### config.mk
export PLATFORM = sky130hd
export DESIGN_NAME = core_sum_link
export DESIGN_NICKNAME = d
export VERILOG_FILES = /design/src/rtl/core_sum_link.sv
export SDC_FILE = /design/constraint.sdc
export NUM_CORES = 1
export LEC_CHECK = 0
export CAP_MARGIN = 10
export CORE_MARGIN = 3
export CORE_UTILIZATION = 30
export DETAILED_ROUTE_END_ITERATION = 16
export PLACE_DENSITY = 0.49
export SYNTH_ARGS = -nofsm -noshare
export SYNTH_HDL_FRONTEND = slang
export SYNTH_SLANG_ARGS = --single-unit
### constraint.sdc
create_clock -name clk -period 2.7 [get_ports clk]
set_input_delay 0.54 -clock clk [delete_from_list [all_inputs] [get_ports clk]]
set_output_delay 0.54 -clock clk [all_outputs]
set_load 0.1 [all_outputs]
### src/rtl/core_sum_link.sv
// rtl/core_sum_link.sv - registered dual-core partial-sum link, one show-ahead FIFO per direction

module core_sum_link_dir #(
  parameter int DW     = 24,
  parameter int DEPTH  = 4,
  parameter int CNT_BW = 8
) (
  input  logic              clk,
  input  logic              reset,
  input  logic              link_en_i,
  input  logic [DW-1:0]     prod_data_i,
  input  logic              prod_vld_i,
  output logic              prod_rd_o,
  output logic [DW-1:0]     cons_data_o,
  output logic              cons_vld_o,
  input  logic              cons_rd_i,
  output logic [CNT_BW-1:0] xfer_cnt_o,
  output logic              empty_rd_o
);
  localparam int AW = $clog2(DEPTH);
  localparam logic [AW:0] FULL = (AW+1)'(DEPTH);

  logic [DW-1:0]     mem_q [DEPTH];
  logic [AW-1:0]     wr_ptr_q, wr_ptr_d;
  logic [AW-1:0]     rd_ptr_q, rd_ptr_d;
  logic [AW:0]       count_q, count_d;
  logic [CNT_BW-1:0] xfer_q, xfer_d;
  logic              wr, rd;

  // Producer pop depends only on registered state, never on the consumer's pop.
  assign wr          = ~reset & link_en_i & prod_vld_i & (count_q != FULL);
  assign rd          = cons_rd_i & (count_q != '0);
  assign prod_rd_o   = wr;
  assign cons_data_o = mem_q[rd_ptr_q];
  assign cons_vld_o  = ~reset & (count_q != '0);
  assign empty_rd_o  = cons_rd_i & (count_q == '0);
  assign xfer_cnt_o  = xfer_q;

  always_comb begin
    wr_ptr_d = wr_ptr_q;
    rd_ptr_d = rd_ptr_q;
    count_d  = count_q;
    xfer_d   = xfer_q;
    if (wr) begin
      wr_ptr_d = wr_ptr_q + AW'(1);
      xfer_d   = xfer_q + CNT_BW'(1);
    end
    if (rd) begin
      rd_ptr_d = rd_ptr_q + AW'(1);
    end
    case ({wr, rd})
      2'b10:   count_d = count_q + (AW+1)'(1);
      2'b01:   count_d = count_q - (AW+1)'(1);
      default: count_d = count_q;
    endcase
  end

  always_ff @(posedge clk) begin
    if (reset) begin
      wr_ptr_q <= '0;
      rd_ptr_q <= '0;
      count_q  <= '0;
      xfer_q   <= '0;
    end else begin
      wr_ptr_q <= wr_ptr_d;
      rd_ptr_q <= rd_ptr_d;
      count_q  <= count_d;
      xfer_q   <= xfer_d;
    end
  end

  always_ff @(posedge clk) begin
    if (wr) begin
      mem_q[wr_ptr_q] <= prod_data_i;
    end
  end
endmodule

module core_sum_link #(
  parameter int bw_psum = 20,
  parameter int depth   = 4,
  parameter int cnt_bw  = 8,
  parameter int DW      = bw_psum + 4
) (
  input  logic              clk,
  input  logic              reset,
  input  logic              link_en,
  input  logic [DW-1:0]     a_sum_out,
  input  logic              a_sum_out_vld,
  output logic              a_fifo_ext_rd,
  output logic [DW-1:0]     a_sum_in,
  output logic              a_sum_rd_vld,
  input  logic              a_link_rd,
  input  logic [DW-1:0]     b_sum_out,
  input  logic              b_sum_out_vld,
  output logic              b_fifo_ext_rd,
  output logic [DW-1:0]     b_sum_in,
  output logic              b_sum_rd_vld,
  input  logic              b_link_rd,
  output logic [cnt_bw-1:0] a2b_cnt,
  output logic [cnt_bw-1:0] b2a_cnt,
  output logic              underflow
);
  logic a2b_empty_rd, b2a_empty_rd;
  logic underflow_q, underflow_d;

  core_sum_link_dir #(.DW(DW), .DEPTH(depth), .CNT_BW(cnt_bw)) u_a2b (
    .clk         (clk),
    .reset       (reset),
    .link_en_i   (link_en),
    .prod_data_i (a_sum_out),
    .prod_vld_i  (a_sum_out_vld),
    .prod_rd_o   (a_fifo_ext_rd),
    .cons_data_o (b_sum_in),
    .cons_vld_o  (b_sum_rd_vld),
    .cons_rd_i   (b_link_rd),
    .xfer_cnt_o  (a2b_cnt),
    .empty_rd_o  (a2b_empty_rd)
  );

  core_sum_link_dir #(.DW(DW), .DEPTH(depth), .CNT_BW(cnt_bw)) u_b2a (
    .clk         (clk),
    .reset       (reset),
    .link_en_i   (link_en),
    .prod_data_i (b_sum_out),
    .prod_vld_i  (b_sum_out_vld),
    .prod_rd_o   (b_fifo_ext_rd),
    .cons_data_o (a_sum_in),
    .cons_vld_o  (a_sum_rd_vld),
    .cons_rd_i   (a_link_rd),
    .xfer_cnt_o  (b2a_cnt),
    .empty_rd_o  (b2a_empty_rd)
  );

  assign underflow_d = underflow_q | a2b_empty_rd | b2a_empty_rd;
  assign underflow   = underflow_q;

  always_ff @(posedge clk) begin
    if (reset) begin
      underflow_q <= 1'b0;
    end else begin
      underflow_q <= underflow_d;
    end
  end
endmodule
After elaboration in Yosys (flattened, before gate mapping)
Memory sizes are Yosys's and may differ from the RTL's. A register that Yosys moved wholly into a read port is not among the register bits.
Cells that the tools add are included.
{ "totals": {"romBits": 0, "ramBits": 192, "wordCells": 57, "mem_count": 2, "latch_bits": 0, "ff_bits": 31} }
{ "op_classes": {"n_bitwise": 14, "div": 0, "muxes": 10, "reduce_logical": 6, "order_cmp": 0, "add_sub_neg": 10, "eq_ne": 6, "shift": 0, "n_mul": 0} }
{ "mem_list": {"columns": ["memory", "depth", "width", "read_ports", "rd_clocked_by_memory_dff", "write_ports", "line", "rtl"], "rows": [
  ["u_a2b.mem_q", 4, 24, 1, 1, 1, "23", "logic [DW-1:0] mem_q [DEPTH];"],
  ["u_b2a.mem_q", 4, 24, 1, 1, 1, "23", null]
]} }
{ "op_table": {"columns": ["operator", "count"], "rows": [
  ["8-bit by 1-bit adder with 8-bit output, second input constant", 2],
  ["3-bit one-hot mux with 2 select lines", 2],
  ["1-bit AND", 11],
  ["2-bit by 1-bit adder with 2-bit output, second input constant", 4],
  ["2-bit 2-to-1 mux", 4],
  ["3-bit by 1-bit adder with 3-bit output, second input constant", 2],
  ["3-bit zero test", 2],
  ["3-bit inequality test, second input constant", 2],
  ["3-bit nonzero test", 2],
  ["3-bit by 1-bit subtractor with 3-bit output, second input constant", 2],
  ["2-bit by 1-bit equality test with 1-bit output, second input constant", 2],
  ["2-bit equality test, second input constant", 2],
  ["1-bit 2-to-1 mux", 4],
  ["2-bit nonzero test", 2],
  ["1-bit bitwise OR", 2],
  ["1-bit NOT", 1]
]} }

Depth between registers and ports, before layout
Gate-level depths: netlist of run 1.
{ "logic_depth": {"word_depth": 6, "depth_mapped": 10} }

Modules after synthesis
From an unflattened synthesis of run 1, not the netlist that was laid out.
{ "hier_totals": {"hier_cells": 439, "area_unflattened_um2": 8629.5} }
{ "by_module_without_submodules": {"columns": ["mod", "cells_each", "area_per_inst_um2", "n_inst"], "rows": [
  ["core_sum_link_dir", 218, 4300.4, 2],
  ["core_sum_link", 3, 28.8, 1]
]} }

Worst setup path before layout of run 1
Ideal clock, no wire load.
{ "synth_timing": {"path_type": "input port to flip-flop", "startpoint": "input reset", "endpoint": "register u_a2b.count_q[2]", "n_path_buf": 1, "arrival_ps": 3230, "stages": 10, "slack_ps": -601, "t_required_ps": 2630, "cell_sequence": "nand3b_4 > buf_2 > nor2_1 > inv_1 > ha_1 > inv_1 > fa_1 > xor2_1 > or3_1 > a21oi_1"} }
{ "synth_via": {"elab_chain_cells": 6} }
{ "synth_lines": {"columns": ["element", "line", "rtl"], "rows": [
  ["from (decl)", "86", "input logic reset,"],
  ["1-bit NOT *", "31", "assign wr = ~reset & link_en_i & prod_vld_i & (count_q != FULL);"],
  ["1-bit AND * (3 in a row)", "31", null],
  ["net a_fifo_ext_rd", "90", "output logic a_fifo_ext_rd,"],
  ["2-bit by 1-bit equality test with 1-bit output / 2-bit equality test (equally long branches)", "51", "case ({wr, rd})"],
  ["3-bit one-hot mux with 2 select lines / 2-bit nonzero test (equally long branches)", null, null],
  ["to (signal assigned)", "67", "count_q <= count_d;"],
  ["to (decl)", "26", "logic [AW:0] count_q, count_d;"]
]} }
Mark *: on every way through the listed nets, which the timed path passes. The rest lies on a longest branch.
A chain may end at the register's enable or synchronous reset.

==> flow_metrics.py, run 1 <==
metrics = {
    "synth": {
        "yosys.area.top_type": "edfxtp_1",
        "post_synth_num_cell_types": 37,
        "yosysMostFrequentCell": "edfxtp_1",
        "synth_edf_count": 192,
        "syn_inst": 455,
        "yosys-top-cells-count": "edfxtp_1, mux4_2, dfxtp_1",
        "synth_area_leaders": "edfxtp_1, mux4_2, dfxtp_1",
        "synth_top_area_share_pct": 65.95,
        "synth_area_per_cell_um2": 19.21,
        "ys.flop_type": "edfxtp_1",
        "synth_nets": 524,
        "synth_seq_area_share_pct": 73.97,
        "async_reset_ff_share_pct": 0,
        "syn_area_um2": 8742,
        "ys_ff_latch": 227,
        "yosysWarnings": 0,
    },
    "routing": {
        "wl_per_cell_um": 17.87,
        "wirelength_mm": 17.86,
        "drt_iter0_drc": 185,
        "drcViolationCount": 0,
        "drt-pass1-iter-count": 4,
        "viasPerCell": 4.594,
        "vias": 4589,
        "ant_nets": 0,
    },
    "final_layout": {
        "final_cells": 999,
        "final_nets": 671,
        "syn_to_final_growth_pct": 36.63,
        "antenna_cells": 0,
        "drive_above_1_share_pct": 30.11,
        "final_util_pct": 42.30,
    },
    "clocking": {
        "cts_tree": "yes",
        "clk_pin_slew_worst_paths_ps": 60,
        "clock-sinks": 227,
        "postCtsSetupBuffers": 0,
        "cts_buffer_depth": 3,
        "clock_latency_ps": 500,
        "clockRootBuffer": "clkbuf_16",
        "cts_buffers": 25,
        "h-tree-depth": 1,
    },
    "setup_path": {
        "path_cells": "buf_12, mux4_2, buf_12",
        "crit_top_cell": "buf_12",
        "cpPeakStageDelay_ps": 570,
        "cp-end-kind": "primary output",
        "crit_type": "reg2out",
        "cp_data_required_time_ps": 2160,
        "reg2reg_from": "u_b2a.count_q[2]$_SDFFE_PP0P_",
        "slowest_stage": "mux4_2",
        "critPathLaunchType": "flip-flop",
        "arrival_ps": 1990,
        "critPathMaxFanout": 16,
    },
    "die": {
        "die_h_um": 176.7,
        "die_area_um2": 31220,
        "core_region_area_um2": 28240,
        "fp-row-count": 61,
        "die_w_um": 176.7,
        "start_util_pct": 30.96,
        "io_pins": 124,
    },
    "sta": {
        "min_period_ps": 2527,
        "fmax_ghz": 0.3957,
        "holdWs_ps": 492.3,
        "maxSlewHeadroom_pct": 60.07,
        "tns_ps": 0,
        "rsz0062_at_grt": "false",
        "post-route-period-util_pct": 93.61,
        "report.final.slew_viol_count": 0,
        "fin_worst_skew_ps": 6.718,
        "final_hold_viol_count": 0,
        "worstMarginPinSlew_ps": 596.3,
        "setup-violations-final": 0,
    },
    "global_routing": {
        "grt_usage_pct": 11.54,
        "gr-total-overflow": 0,
        "grt_max_degree": 34,
        "grt_pass1_wl_mm": 28.23,
        "grt_pass1_vias": 5003,
        "grt_antenna_before_repair": 1,
    },
    "power_and_ir_drop": {
        "max-vdd-ir-drop_v": 0.0004051,
        "report.power.total_mw": 11.00,
        "power_density_nw_per_um2": 921.2,
        "p_leak_nw": 4.063,
    },
    "run_status": {
        "status": "finished, final reports clean",
    },
    "place": {
        "dp.cells": 953,
        "hpwl_mm": 11.34,
        "gp_congestion": 0.7520,
        "port_buffers": 123,
    },
    "hold_path": {
        "hold_path_class": "reg2reg",
        "min_from": "underflow$_SDFF_PP0_",
    },
    "flow_run": {
        "maxCapViolations": 0,
    },
}
==> final cells by class <==
type	instances	area [um^2]
sequential	227	6471
fill	2501	16300
clock buffer	27	633.1
inverter	15	56.30
multi-input combinational	191	2112
timing repair buffer	142	1977
clock inverter	19	221.5
tap	378	473.0
==> flip-flops by register name, indices dropped and copies added (netlist names), named ones only <==
register          count
u_a2b.wr_ptr_q        2
u_b2a.rd_ptr_q        2
u_b2a.xfer_cnt_o      8
u_a2b.rd_ptr_q        2
underflow             1
u_a2b.count_q         3
u_b2a.count_q         3
u_b2a.wr_ptr_q        2
u_a2b.mem_q          96
u_b2a.mem_q          96
u_a2b.xfer_cnt_o      8
==> cells by family (layout without fill, tap and decap cells) <==
group / after synthesis / count (layout) / share of synthesized area, %
simple gates: 80 / 80 / 5.467
buf+inv: 37 / 203 / 1.989
fa+ha+maj: 14 / 14 / 2.175
xor+xnor: 8 / 8 / 0.8015
flops: 227 / 227 / 73.97
compound gates: 33 / 33 / 2.276
mux: 56 / 56 / 13.32
==> routing by layer <==
| metal | up-vias | GRT usage [%] | part of all wire, % |
|---|---|---|---|
| li1 | 2129 | - | - |
| met3 | 24 | 2.188 | 4.3 |
| met1 | 2341 | 15.23 | 43 |
| met5 | - | 0 | 0.11 |
| met4 | 2 | 2.946 | 1.8 |
| met2 | 93 | 19.71 | 51 |
==> final timing paths <==
check | endpoint | slack [ps] | depth (start not counted)
setup reg to reg | u_b2a.count_q[2]$_SDFFE_PP0P_ | 280 | 9
setup / recovery | b_sum_in[9] | 170 | 3
hold / removal | underflow$_SDFF_PP0_ | 490 | 2
hold reg to reg | underflow$_SDFF_PP0_ | 490 | 2
==> report_power, final <==
group	switching (mW)	internal (mW)
registers	0.112	3.90
clock network	1.30	2.17
logic	2.19	1.34
==> critical path: cells and delay by family (launching register included) <==
family                 cells  cell delay, ps
buffers and inverters      2             410
muxes                      1             570
DFF                        1             480
==> timing repair <==
item	4_1_cts	5_1_grt
resized for setup	1	0
hold buffers	0	0
setup endpoints to repair	2	0
==> metrics by stage <==
step / setup WS [ps] / cell area (um^2)
2_1_floorplan: -51.24 / 8752
3_5_place_dp: 44.24 / 11090
5_1_grt: 68.22 / 11940
6_report: 172.6 / 11940
4_1_cts: 110.3 / 11940
3_3_place_gp: 139.6 / 11090
==> layout by cell type (no fill, tap or decap), types with 3 or more instances in the layout <==
cell type        netlist  layout
a21oi_1               13      13
clkinv_2               0       5
o31ai_1                3       3
and3_1                 9       9
o311ai_0               5       5
nor2b_1                3       3
mux2_2                 3       3
nand3_1               14      14
or4_1                  3       3
edfxtp_1             192     192
buf_12                 0      62
xor2_1                 8       8
nand2_1                8       8
clkdlybuf4s50_1        0      54
mux2i_1                5       5
inv_1                 15      15
dfxtp_1               35      33
nor2_1                20      18
or3_1                  4       4
mux4_2                48      48
bufinv_16              0       5
buf_4                  4      26
ha_1                  12      12
o21ai_0               10      10
clkinv_1               0       6
clkbuf_16              0      25
nand4_1                4       4
Power figures use the tool's default switching activity.
==> run 2: changes to the inputs <==
--- a/config.mk
+++ b/config.mk
@@ -5,7 +5,6 @@
 export SDC_FILE = /design/constraint.sdc
 export NUM_CORES = 1
 export LEC_CHECK = 0
-export CAP_MARGIN = 10
 export CORE_MARGIN = 3
 export CORE_UTILIZATION = 30
 export DETAILED_ROUTE_END_ITERATION = 16
==> results of run 2 <==
Same layout as run 1: the final DEF is identical, and so are final timing and power.
